$ cat src/rtl/stopwatch_ctrl_pkg.sv
// Shared definitions for the stopwatch control slice: FSM state encodings and default tick divider.
package stopwatch_ctrl_pkg;

    typedef enum logic [1:0] {
        ST_IDLE = 2'b00,
        ST_RUN  = 2'b01,
        ST_STOP = 2'b10,
        ST_LAP  = 2'b11
    } sw_state_t;

    // 50 MHz system clock down to a 100 Hz count tick
    localparam int DIV_DEFAULT = 500000;

endpackage

$ cat src/rtl/tick_div.sv
// Prescaler for the stopwatch: counts while run is high, holds otherwise, and emits
// a registered one-cycle tick the cycle after it wraps. zero forces the count back to 0.
module tick_div #(
    parameter  int DIV = 500000,
    localparam int PW  = $clog2(DIV)
) (
    input  logic CLK,
    input  logic RST,
    input  logic run,
    input  logic zero,
    output logic tick
);

    localparam logic [PW-1:0] LAST = PW'(DIV - 1);

    logic [PW-1:0] pre;

    always_ff @(posedge CLK) begin
        if (RST) begin
            pre  <= '0;
            tick <= 1'b0;
        end else begin
            tick <= run && (pre == LAST);
            if (zero)
                pre <= '0;
            else if (run)
                pre <= (pre == LAST) ? '0 : pre + 1'b1;
        end
    end

endmodule

$ cat src/rtl/stopwatch_ctrl.sv
// Stopwatch control FSM: turns start/stop and lap/reset pulses into EN, CLR and LAP_HOLD.
// Optional manual preset increment is enabled by defining STOPWATCH_ADJ_EN.
module stopwatch_ctrl
    import stopwatch_ctrl_pkg::*;
#(
    parameter int DIV = DIV_DEFAULT
) (
    input  logic       CLK,
    input  logic       RST,
    input  logic       SS,
    input  logic       LR,
    input  logic       ADJ,
    output logic       EN,
    output logic       INC,
    output logic       CLR,
    output logic       LAP_HOLD,
    output logic [1:0] STATE
);

    sw_state_t state, nxt;
    logic      counting;
    logic      clr_req;

    // SS always takes priority; LR only acts when SS is absent
    always_comb begin
        nxt     = state;
        clr_req = 1'b0;
        unique case (state)
            ST_IDLE: if (SS) nxt = ST_RUN;
            ST_RUN:  if (SS) nxt = ST_STOP; else if (LR) nxt = ST_LAP;
            ST_LAP:  if (SS) nxt = ST_STOP; else if (LR) nxt = ST_RUN;
            ST_STOP: begin
                if (SS) nxt = ST_RUN;
                else if (LR) begin
                    nxt     = ST_IDLE;
                    clr_req = 1'b1;
                end
            end
            default: nxt = ST_IDLE;
        endcase
    end

    always_ff @(posedge CLK) begin
        if (RST) begin
            state    <= ST_IDLE;
            CLR      <= 1'b0;
            LAP_HOLD <= 1'b0;
        end else begin
            state    <= nxt;
            CLR      <= clr_req;
            LAP_HOLD <= (nxt == ST_LAP);
        end
    end

    assign STATE    = state;
    assign counting = (state == ST_RUN) || (state == ST_LAP);

    // Zeroing on the next-state keeps the STOP->IDLE edge clearing the phase too
    tick_div #(.DIV(DIV)) u_div (
        .CLK  (CLK),
        .RST  (RST),
        .run  (counting),
        .zero (nxt == ST_IDLE),
        .tick (EN)
    );

`ifdef STOPWATCH_ADJ_EN
    always_ff @(posedge CLK) begin
        if (RST)
            INC <= 1'b0;
        else
            INC <= ADJ && ((state == ST_IDLE) || (state == ST_STOP)) && !clr_req;
    end
`else
    logic adj_unused;
    assign adj_unused = ADJ;
    assign INC        = 1'b0;
`endif

endmodule

$ cat config.mk
export PLATFORM = sky130hd
export DESIGN_NAME = stopwatch_ctrl
export DESIGN_NICKNAME = d
export VERILOG_FILES = /design/src/rtl/stopwatch_ctrl_pkg.sv /design/src/rtl/tick_div.sv /design/src/rtl/stopwatch_ctrl.sv
export SDC_FILE = /design/constraint.sdc
export NUM_CORES = 1
export LEC_CHECK = 0
export CAP_MARGIN = 5
export CORE_ASPECT_RATIO = 0.7
export CORE_UTILIZATION = 30
export CTS_CLUSTER_SIZE = 14
export DETAILED_ROUTE_END_ITERATION = 6
export GPL_TIMING_DRIVEN = 0
export PLACE_DENSITY_LB_ADDON = 0.15
export SYNTH_ARGS = -nofsm -noshare
export SYNTH_HDL_FRONTEND = slang
export SYNTH_SLANG_ARGS = --single-unit
$ cat constraint.sdc
create_clock -name CLK -period 2.5 [get_ports CLK]
set_input_delay 0.5 -clock CLK [delete_from_list [all_inputs] [get_ports CLK]]
set_output_delay 0.5 -clock CLK [all_outputs]
set_load 0.005 [all_outputs]
==> results.tsv <==
stage	metric	value	unit
drt	antenna_left	0	
worst_setup_path	worstSetupEndpointType	flop	
synth	synth.most_common_cell	dfxtp_1	
clock_tree	clkTransAtPathRegs	0.08	ns
outcome	status	finished, final reports clean	
synth	synth_cells	121	
synth	synthTopCellsByCount	dfxtp_1 (24), nor2_1 (17), xnor2_1 (10)	
timing	fin_skew	0.00470	ns
drt	viasPerCell	4.74	
synth	synth_fp_nets	127	
finish	syn2layout_area_growth	16.8	%
floorplanning	start_util	32.8	%
timing	finalSetupViolations	0	
drt	drtIter0Drc	49	
synth	synthArstFlopShare	0	%
synth	ys_warn_count	0	
finish	num_antenna_cells	0	
floorplanning	rows	17	
timing	finalCriticalPeriod	2.12	ns
finish	nNetsFinal	140	
clock_tree	post-cts-setup-buffer-count	0	
drt	drt-total-wl	1980	um
grt	grtUsageTotal	11.7	%
clock_tree	clockBufferDepth	2	
floorplanning	pin_count	11	
grt	grt_pass1_vias	701	
worst_setup_path	cp_max_fo	10	
power	p_per_area	526	mW/mm^2
worst_setup_path	criticalPathCategory	flop to flop	
timing	fin_tns_setup	0	ns
clock_tree	worstSkewPairLatency	0.26	ns
finish	fin_util	38.3	%
synth	seq_area_frac_synth	44.8	%
grt	antenna_found_initial	0	
grt	grt_start_max_net_pins	13	
grt	grt_overflow	0	
timing	slew_violations	0	
floorplanning	fp.coreArea	0.00328	sq mm
synth	netlist_top_cells_area	dfxtp_1 (45%), xnor2_1 (8.2%), nor2_1 (5.9%), a21oi_1 (3.3%), xor2_1 (3.3%)	
synth	netlist-cell-type-count	31	
finish	drive_gt1_share	8.33	%
synth	synth_seq_cells	24	
synth	synth_flop_cell	dfxtp_1	
clock_tree	cts.htree.levels	1	
power	peakVddDrop	0.000336	V
timing	fmaxAchievable	0.472	GHz
worst_setup_path	worstSetupStartpointType	flop	
floorplanning	fp.dieW	73.5	um
clock_tree	clock-root-buffer	clkbuf_8	
drt	first_pass_iters	4	
synth	synth_area	0.00107	sq mm
floorplanning	die_y	52.1	um
clock_tree	ctsHoldBuffers	0	
timing	timing_hold_violations_final	0	
synth	synth_area_leader_cell	dfxtp_1	
drt	vias	848	
synth	synthDominantCellAreaShare	44.8	%
clock_tree	cts_sinks	24	
synth	synth-edff-count	0	
timing	rsz0062_at_grt	false	
floorplanning	dieArea	0.00383	sq mm
power	leakagePower	0.000373	uW
worst_hold_path	hold_class	flop to flop	
drt	drc	0	
clock_tree	cts_tree	yes	
clock_tree	cts_resized	0	
worst_setup_path	critPathRequiredTime	2.66	ns
job	maxCapViolations	0	
drt	wl_per_cell	11.1	um
clock_tree	cts-buffers-inserted	3	
placed_design	gp_congestion	0.715	
synth	avgSynthCellArea	8.87	sq um
worst_setup_path	arrival	2.28	ns
timing	finalCritPeriodShare	84.8	%
placed_design	io_buffers	8	
grt	grt_pass1_wl	3260	um
placed_design	hpwl	1430	um
-- cells in the final DEF (no fill, tap or decap), types with 3 or more instances in the layout --
cell type,count
dfxtp_1,24
xor2_1,4
a21oi_1,7
nor2_1,17
nand3_1,4
xnor2_1,10
clkdlybuf4s50_1,8
nand2_1,8
nand4_1,4
clkbuf_8,3
or3_1,4
nor4_1,3
nor3_1,5
o21ai_0,5
or4_1,4
-- power breakdown --
part / switching (uW) / internal [uW]
Clock: 113 / 108
Combinational: 23.5 / 25.0
Sequential: 3.41 / 387
Total: 140 / 520
-- final timing paths --
| check | start | end | slack (ns) | cells after the start |
|---|---|---|---|---|
| setup / recovery | u_div.pre[12] | u_div.pre[7] | 0.38 | 5 |
| hold / removal | u_div.pre[17] | u_div.pre[17] | 0.50 | 2 |
| setup reg to reg | u_div.pre[12] | u_div.pre[7] | 0.38 | 5 |
| hold reg to reg | u_div.pre[17] | u_div.pre[17] | 0.50 | 2 |
-- through the flow --
step | total power (uW) | setup slack [ns] | cells | area, sq um | hold WS [ns]
final | 660 | 0.379 | 179 | 1250 | 0.497
after global routing | 695 | 0.230 | 179 | 1250 | 0.514
after CTS | 672 | 0.366 | 179 | 1250 | 0.498
after detailed placement | 449 | 0.376 | 176 | 1210 | 0.486
after global placement | 448 | 0.402 | 176 | 1210 | 0.473
after floorplan | 429 | 0.541 | 121 | 1070 | 0.453
-- state kept, by name, indices dropped and copies added, names as in the netlist --
| signal | count |
|---|---|
| u_div.pre | 19 |
| CLR | 1 |
| LAP_HOLD | 1 |
| u_div.tick | 1 |
| STATE | 2 |
-- final cells by class --
class                           instances  area, sq um
Clock buffer                            3         41.3
Tap cell                               47         58.8
Fill cell                             347         2020
Buffer                                  4         31.3
Multi-Input combinational cell         92          558
Sequential cell                        24          480
Inverter                                1         3.75
Timing Repair Buffer                    8         80.1
-- kinds of logic after synthesis --
group,synth area share (%)
buffers and inverters,3.26
AND/OR/NAND/NOR,31.0
flip-flops,44.8
XOR/XNOR,11.4
multiplexers,0.932
adder cells (fa/ha/maj),1.17
AO/OA/AOI/OAI,7.11
other,0.349
-- worst max-delay path, cell delays in order, from the launching register on --
cell	delay (ns)
dfxtp_1	0.37
or4b_1	0.52
or4_1	0.46
o21ai_2	0.42
buf_6	0.21
nor2_1	0.05
-- layer usage --
layer  global-route usage (%)  up-vias  share of wire, %
met2                     16.5       19                39
li1                         -      449                 -
met4                     2.88        0              0.35
met3                     4.65        2               6.4
met1                     16.5      378                55
met5                        0        -                 0
Note: power is estimated with default switching activity, not from simulation.
